<file path="config.mk">
export PLATFORM = sky130hd
export DESIGN_NAME = vec_host_ctrl
export DESIGN_NICKNAME = d
export VERILOG_FILES = /design/src/rtl/vec_host_pkg.sv /design/src/rtl/vec_host_dump_fifo.sv /design/src/rtl/vec_host_ctrl.sv
export SDC_FILE = /design/constraint.sdc
export NUM_CORES = 1
export LEC_CHECK = 0
export BUFFER_PORTS_ARGS = -buffer_cell sky130_fd_sc_hd__buf_4
export CAP_MARGIN = 0
export CORE_MARGIN = 2
export CORE_UTILIZATION = 50
export DETAILED_ROUTE_END_ITERATION = 10
export GPL_TIMING_DRIVEN = 0
export MAX_ROUTING_LAYER = met4
export PLACE_DENSITY_LB_ADDON = 0.15
export SYNTH_ARGS = -nofsm -noshare
export SYNTH_HDL_FRONTEND = slang
export SYNTH_SLANG_ARGS = --single-unit
export TNS_END_PERCENT = 100
</file>
<file path="constraint.sdc">
create_clock -name clock -period 7.2 [get_ports clock]
set_input_delay 0.72 -clock clock [delete_from_list [all_inputs] [get_ports clock]]
set_output_delay 0.72 -clock clock [all_outputs]
set_load 0.005 [all_outputs]
</file>
<file path="src/rtl/vec_host_pkg.sv">
// Shared types and default widths for the vec core host sequencer.
package vec_host_pkg;

  localparam int DEF_NUM_CORES = 4;
  localparam int DEF_WORD_W    = 32;
  localparam int DEF_ADDR_W    = 16;
  localparam int DEF_TIMEOUT_W = 24;

  // Fixed encodings kept identical to the legacy controller.
  localparam logic [2:0] ST_IDLE      = 3'd0;
  localparam logic [2:0] ST_LOAD_INST = 3'd1;
  localparam logic [2:0] ST_LOAD_DATA = 3'd2;
  localparam logic [2:0] ST_RUN       = 3'd3;
  localparam logic [2:0] ST_WAIT_DONE = 3'd4;
  localparam logic [2:0] ST_DUMP      = 3'd5;
  localparam logic [2:0] ST_FIN       = 3'd6;

  typedef enum logic [2:0] {
    IDLE      = ST_IDLE,
    LOAD_INST = ST_LOAD_INST,
    LOAD_DATA = ST_LOAD_DATA,
    RUN       = ST_RUN,
    WAIT_DONE = ST_WAIT_DONE,
    DUMP      = ST_DUMP,
    FIN       = ST_FIN
  } state_t;

  typedef enum logic {
    MEM_INST = 1'b0,
    MEM_DATA = 1'b1
  } mem_sel_t;

endpackage

</file>
<file path="src/rtl/vec_host_dump_fifo.sv">
// Two-entry output FIFO for dumped words; count lets the caller budget reads.
module vec_host_dump_fifo #(
  parameter int WORD_W = 32
) (
  input  logic              clock,
  input  logic              reset,
  input  logic              push,
  input  logic [WORD_W-1:0] push_data,
  output logic              out_valid,
  input  logic              out_ready,
  output logic [WORD_W-1:0] out_data,
  output logic [1:0]        count
);

  logic [WORD_W-1:0] store [2];
  logic              rd_ptr;
  logic              wr_ptr;
  logic              pop;

  assign out_valid = (count != 2'd0);
  assign pop       = out_valid & out_ready;
  assign out_data  = store[rd_ptr];

  // Pointer and occupancy tracking.
  always_ff @(posedge clock or posedge reset) begin
    if (reset) begin
      rd_ptr <= 1'b0;
      wr_ptr <= 1'b0;
      count  <= 2'd0;
    end else begin
      if (push) wr_ptr <= ~wr_ptr;
      if (pop)  rd_ptr <= ~rd_ptr;
      count <= count + 2'(push) - 2'(pop);
    end
  end

  // Word storage; contents are don't-care while the slot is empty.
  always_ff @(posedge clock) begin
    if (push) store[wr_ptr] <= push_data;
  end

endmodule

</file>
<file path="src/rtl/vec_host_ctrl.sv">
// Host sequencer for the vec core array: load inst/data memories from the
// input stream, release core resets, wait for done, dump data memories.
// Optional watchdog: define VEC_HOST_TIMEOUT_EN.
module vec_host_ctrl
  import vec_host_pkg::*;
#(
  parameter int NUM_CORES = DEF_NUM_CORES,
  parameter int WORD_W    = DEF_WORD_W,
  parameter int ADDR_W    = DEF_ADDR_W,
  parameter int TIMEOUT_W = DEF_TIMEOUT_W
) (
  input  logic                        clock,
  input  logic                        reset,
  input  logic                        start,
  input  logic [NUM_CORES-1:0]        core_mask,
  input  logic [ADDR_W:0]             inst_len,
  input  logic [ADDR_W:0]             data_len,
  input  logic [ADDR_W:0]             dump_len,
  input  logic                        in_valid,
  output logic                        in_ready,
  input  logic [WORD_W-1:0]           in_data,
  output logic                        out_valid,
  input  logic                        out_ready,
  output logic [WORD_W-1:0]           out_data,
  output logic [NUM_CORES-1:0]        mem_we,
  output logic [NUM_CORES-1:0]        mem_re,
  output logic                        mem_sel,
  output logic [ADDR_W-1:0]           mem_addr,
  output logic [WORD_W-1:0]           mem_wdata,
  input  logic [NUM_CORES*WORD_W-1:0] mem_rdata,
  output logic [NUM_CORES-1:0]        core_reset,
  input  logic [NUM_CORES-1:0]        core_done,
  output logic                        busy,
  output logic                        finished,
  output logic                        timeout
);

  localparam int CORE_W = (NUM_CORES > 1) ? $clog2(NUM_CORES) : 1;
  localparam logic [ADDR_W:0] LEN_MAX = {1'b1, {ADDR_W{1'b0}}};

  // {found, index} of the lowest set mask bit at or above 'from'.
  function automatic logic [CORE_W:0] find_core(input logic [NUM_CORES-1:0] m,
                                                input int unsigned from);
    logic [CORE_W:0] r;
    r = '0;
    for (int unsigned i = NUM_CORES; i > 0; i--) begin
      if ((i - 1) >= from && m[i-1]) r = {1'b1, CORE_W'(i - 1)};
    end
    return r;
  endfunction

  function automatic logic [ADDR_W:0] sat_len(input logic [ADDR_W:0] l);
    return (l[ADDR_W] && (|l[ADDR_W-1:0])) ? LEN_MAX : l;
  endfunction

  state_t                state;
  logic [NUM_CORES-1:0]  mask_q;
  logic [NUM_CORES-1:0]  flags;
  logic [ADDR_W:0]       inst_len_q, data_len_q, dump_len_q;
  logic [ADDR_W-1:0]     addr;
  logic [CORE_W-1:0]     ptr;
  logic [CORE_W-1:0]     rd_core;
  logic                  reads_done;
  logic                  pend;
  logic [CORE_W:0]       first_start, first_run, next_core;
  logic [ADDR_W:0]       sec_len;
  logic                  load, wr, re, sec_last, dump_last, pop;
  logic [1:0]            fifo_count;
  logic [2:0]            occ;
  logic [NUM_CORES-1:0]  cur_onehot;

  assign first_start = find_core(core_mask, 0);
  assign first_run   = find_core(mask_q, 0);
  assign next_core   = find_core(mask_q, 32'(ptr) + 32'd1);

  assign load       = (state == LOAD_INST) || (state == LOAD_DATA);
  assign sec_len    = (state == LOAD_INST) ? inst_len_q : data_len_q;
  assign sec_last   = ({1'b0, addr} == sec_len - (ADDR_W+1)'(1));
  assign dump_last  = ({1'b0, addr} == dump_len_q - (ADDR_W+1)'(1));
  assign cur_onehot = NUM_CORES'(1) << ptr;

  assign in_ready = load && (sec_len != '0);
  assign wr       = in_valid && in_ready;

  // Read credit: FIFO slots minus words already committed, counting the one
  // leaving this cycle, so a captured read word always finds a free slot.
  assign pop = out_valid && out_ready;
  assign occ = 3'(fifo_count) + 3'(pend) - 3'(pop);
  assign re  = (state == DUMP) && !reads_done && (dump_len_q != '0) && (occ < 3'd2);

  assign mem_we     = wr ? cur_onehot : '0;
  assign mem_re     = re ? cur_onehot : '0;
  assign mem_sel    = (state == LOAD_INST) ? MEM_INST : MEM_DATA;
  assign mem_addr   = addr;
  assign mem_wdata  = in_data;
  assign core_reset = (state == RUN || state == WAIT_DONE || state == DUMP) ? ~mask_q : '1;
  assign busy       = (state != IDLE) && (state != FIN);

`ifdef VEC_HOST_TIMEOUT_EN
  logic [TIMEOUT_W-1:0] wd_cnt;
  logic [TIMEOUT_W-1:0] wd_next;
  logic                 timeout_q;
  assign wd_next = wd_cnt + TIMEOUT_W'(1);
  assign timeout = timeout_q;
`else
  assign timeout = 1'b0;
`endif

  vec_host_dump_fifo #(.WORD_W(WORD_W)) u_fifo (
    .clock     (clock),
    .reset     (reset),
    .push      (pend),
    .push_data (mem_rdata[int'(rd_core)*WORD_W +: WORD_W]),
    .out_valid (out_valid),
    .out_ready (out_ready),
    .out_data  (out_data),
    .count     (fifo_count)
  );

  // Job sequencing: load, run, wait, dump, finish.
  always_ff @(posedge clock or posedge reset) begin
    if (reset) begin
      state      <= IDLE;
      mask_q     <= '0;
      flags      <= '0;
      inst_len_q <= '0;
      data_len_q <= '0;
      dump_len_q <= '0;
      addr       <= '0;
      ptr        <= '0;
      rd_core    <= '0;
      reads_done <= 1'b0;
      pend       <= 1'b0;
      finished   <= 1'b0;
`ifdef VEC_HOST_TIMEOUT_EN
      wd_cnt     <= '0;
      timeout_q  <= 1'b0;
`endif
    end else begin
      finished <= 1'b0;
      pend     <= re;
      if (re) rd_core <= ptr;
      case (state)
        IDLE: if (start) begin
`ifdef VEC_HOST_TIMEOUT_EN
          timeout_q <= 1'b0;
`endif
          if (!first_start[CORE_W]) begin
            state <= FIN;
          end else begin
            mask_q     <= core_mask;
            inst_len_q <= sat_len(inst_len);
            data_len_q <= sat_len(data_len);
            dump_len_q <= sat_len(dump_len);
            ptr        <= first_start[CORE_W-1:0];
            addr       <= '0;
            state      <= LOAD_INST;
          end
        end
        LOAD_INST: begin
          if (inst_len_q == '0 || (wr && sec_last)) begin
            addr  <= '0;
            state <= LOAD_DATA;
          end else if (wr) begin
            addr <= addr + ADDR_W'(1);
          end
        end
        LOAD_DATA: begin
          if (data_len_q == '0 || (wr && sec_last)) begin
            addr <= '0;
            if (next_core[CORE_W]) begin
              ptr   <= next_core[CORE_W-1:0];
              state <= LOAD_INST;
            end else begin
              state <= RUN;
            end
          end else if (wr) begin
            addr <= addr + ADDR_W'(1);
          end
        end
        RUN: begin
          flags      <= '0;
          addr       <= '0;
          reads_done <= 1'b0;
          if (first_run[CORE_W]) ptr <= first_run[CORE_W-1:0];
`ifdef VEC_HOST_TIMEOUT_EN
          wd_cnt     <= '0;
`endif
          state      <= WAIT_DONE;
        end
        WAIT_DONE: begin
          flags <= flags | core_done;
          if ((flags & mask_q) == mask_q) state <= DUMP;
`ifdef VEC_HOST_TIMEOUT_EN
          else if (wd_next == '1) begin
            timeout_q <= 1'b1;
            state     <= FIN;
          end
          wd_cnt <= wd_next;
`endif
        end
        DUMP: begin
          if (!reads_done && (dump_len_q == '0 || (re && dump_last))) begin
            addr <= '0;
            if (next_core[CORE_W]) ptr <= next_core[CORE_W-1:0];
            else                   reads_done <= 1'b1;
          end else if (re) begin
            addr <= addr + ADDR_W'(1);
          end
          if (reads_done && !pend && (fifo_count == 2'd0 || (fifo_count == 2'd1 && pop)))
            state <= FIN;
        end
        FIN: begin
          finished <= 1'b1;
          state    <= IDLE;
        end
        default: state <= IDLE;
      endcase
    end
  end

endmodule

</file>
==> impl_results.md <==
* Yosys top cell by area: dfrtp_1
* Reg2reg end: mem_addr[10]$_DFFE_PP0P_
* Fin crit share at 69.8%
* # IOs at 322
* Die Height at 141 µm
* DP Cell Count at 1,372
* Core Area at 0.0185 mm²
* Vias in the first global route at slightly below 8,000
* Post-synth top flop: dfrtp_1
* Setup ws final at between 2000 and 2500 ps
* Mapped Area at just over 0.009 mm²
* Final min period at approximately 5000 ps
* Number of setup violations in the final report at 0
* Root Buffer: clkbuf_16
* Crit. End Element: output pin
* Final WL at 27,800 µm
* Post-CTS setup buffer count at 0
* Clock Sinks at 153
* Post-synthesis sequential area ratio at 44.4%
* Post-place setup slack at 2520 ps
* Layout cells sized above 1 at about two fifths
* Synth Area per Inst at roughly 11 µm²
* First-pass GRT wire length at 42,400 µm
* Status: finished, final reports clean
* Clock Latency Late Sink at ~430 ps
* Synth area leaders: dfrtp_1 (24%), edfxtp_1 (21%), mux4_2 (7.7%)
* Mapped Cells at 849
* Worst-case clock buffer depth at 2
* Final Hold Violating Endpoints at 0
* Final Skew at 9.26 ps
* Diodes inserted at 0
* Most frequent cells in the layout: buf_4 (323), dfrtp_1 (89), edfxtp_1 (64)
* Seq cells post-synth at 153
* Via Count at 8,304
* Share of the synthesized area in the top cell type at 23.8%
* Starting Density at 50.5%
* Final RePlAce weighted congestion at roughly 0.91
* Largest net degree at the start of global routing at 70
* Nets@finish at ~1,400
* Cts hold-fix bufs at 0
* Max-slew violations at 0
* Nature of the critical path startpoint: flip-flop
* # fillers at between 1,500 and 2,000
* GR Util All Layers at 28.3%
* CP Class: flip-flop to output pin
* Max Fclk at 199 MHz
* Synthesized Nets at 1,079
* RSZ-0062 raised after global routing: false
* CTS tree: done
* Synth-to-Final Area Change at 32.9%
* Commonest non-fill, non-tap cell in the layout: buf_4
* Power per Cell Area at roughly 370 mW/mm²
* CTS Buf Count at 17
* Rows at 50
* DR DRC count at 0
* Crit path DAT at ~4300 ps
* Setup slack, reg-to-reg at about 2400 ps
* Setup_tns at 0 ps
* # H-tree levels at 4
* WL/cell at 19.8 µm
* Grt ovf at 0
* Crit path launch: state[2]$_DFFE_PP0P_
* Worst slew pin tran at around 900 ps
* Library cells used by synthesis at 78
* Synth warn at 0
* Chip Width at between 100 and 150 µm
* Initial antenna violation count at 0
* Max-cap viol count at 0
* Vias per cell at just under 6
* CTS-repair resized insts at 0
* Iteration-0 DRC Markers at 524
* Max_slew headroom at 38.4%
* Hold WC Path Type: input port to asynchronous set/reset pin
* Number of routed nets with antenna violations at 0
* R2R cell count at 16
* Synth async-reset ratio at 58.2%
* Worst-path fanout max at 10
* Hpwl dp at 21,400 µm
* Worst EP required at 6480 ps
* Peak supply drop at 0.208 mV
* Buffers on Ports at around 290
* R2r startpoint: state[2]$_DFFE_PP0P_
* First-pass DRT Iterations at 6
* Non-Filler Instances at 1,404
* Crit path to: mem_we[1]
* Die ar. at 0.0198 mm²
* Reported leakage power at 5.26 nW
* Worst-path clk slew at around 70 ps
* EDFF count, synth at 64
cell families (layout without fill, tap and decap cells):
family,Yosys count,after routing,share of synthesized area [%]
flip-flops,153,153,44.4
multiplexers,100,100,15.6
AO/OA/AOI/OAI,189,189,14.6
AND/OR/NAND/NOR,247,247,14.8
other,1,1,0.0401
XOR/XNOR,40,40,3.75
buffers and inverters,113,434,5.97
adder cells (fa/ha/maj),6,6,0.883
cell type report:
cell class,count,area [µm²],share of cell area (%)
Buffer,83,445,3.59
Timing Repair Buffer,289,2190,17.6
Clock buffer,17,425,3.42
Sequential cell,153,4150,33.4
Inverter,30,115,0.927
Multi-Input combinational cell,583,4650,37.4
Clock inverter,15,155,1.25
Tap cell,234,293,2.36
report_power, final:
group	leakage (nW)	internal [mW]	total [mW]	switching [mW]
logic	3.25	1.09	2.37	1.27
clock network	0.285	0.489	0.877	0.388
registers	1.73	1.15	1.41	0.258
total	5.26	2.73	4.65	1.92
through the flow:
step | cell area (µm²) | power (mW) | utilization (%) | hold WS (ps)
3_5_place_dp | 11800 | 3.75 | 64.0 | 507
3_3_place_gp | 11800 | 3.70 | 63.7 | 468
5_1_grt | 12400 | 4.95 | 67.1 | 255
2_1_floorplan | 9350 | 3.00 | - | 453
4_1_cts | 12400 | 4.64 | 67.1 | 244
6_report | 12400 | 4.65 | 67.1 | 240
registers in the layout, summed over array words and instances, names as in the netlist:
| name | count |
|---|---|
| ptr | 2 |
| rd_core | 2 |
| flags | 4 |
| u_fifo.wr_ptr | 1 |
| u_fifo.store | 64 |
| finished | 1 |
| dump_len_q | 17 |
| state | 3 |
| mem_addr | 16 |
| data_len_q | 17 |
| inst_len_q | 17 |
| u_fifo.rd_ptr | 1 |
| mask_q | 4 |
| reads_done | 1 |
| pend | 1 |
| u_fifo.count | 2 |
metal layers:
metal / vias to the layer above / GRT usage (%) / part of all wire [%]
met3: 44 / 5.20 / 6.6
met2: 347 / 47.7 / 51
met5: - / - / 0
met1: 4050 / 34.9 / 39
li1: 3863 / - / -
met4: 0 / 8.63 / 2.5
synthesized netlist by cell type, drive strengths merged (8+ instances only):
cell    number
a21oi       27
a22o        44
a31oi       10
and3         8
buf         42
clkbuf      41
dfrtp       89
edfxtp      64
inv         30
mux2        43
mux2i       25
mux4        32
nand2       52
nand2b      11
nand3       22
nand4       14
nor2        40
nor3        25
nor4        27
o21ai       40
o32ai        9
xnor2       28
xor2        12
critical path: stages (launching register included):
cell,delay (ps)
dfrtp_1,360
clkbuf_1,210
nor3b_4,330
buf_4,260
buf_2,320
buf_4,270
mux2i_1,210
ha_1,150
buf_1,370
nand2_1,140
o22a_1,280
o211ai_2,590
nor2_1,200
buf_4,190
worst min-delay path by stage:
stage                     cells after the start                         end  slack [ps]                       from
after floorplan                               1   u_fifo.wr_ptr$_DFFE_PP0P_         450  u_fifo.wr_ptr$_DFFE_PP0P_
after global placement                        1   u_fifo.wr_ptr$_DFFE_PP0P_         470  u_fifo.wr_ptr$_DFFE_PP0P_
after detailed placement                      2        flags[0]$_DFFE_PP0P_         510       flags[0]$_DFFE_PP0P_
after CTS                                     2   dump_len_q[8]$_DFFE_PP0P_         240                      reset
after global routing                          2  dump_len_q[12]$_DFFE_PP0P_         260                      reset
final                                         2  dump_len_q[12]$_DFFE_PP0P_         240                      reset
Note: power is estimated with default switching activity, not from simulation.
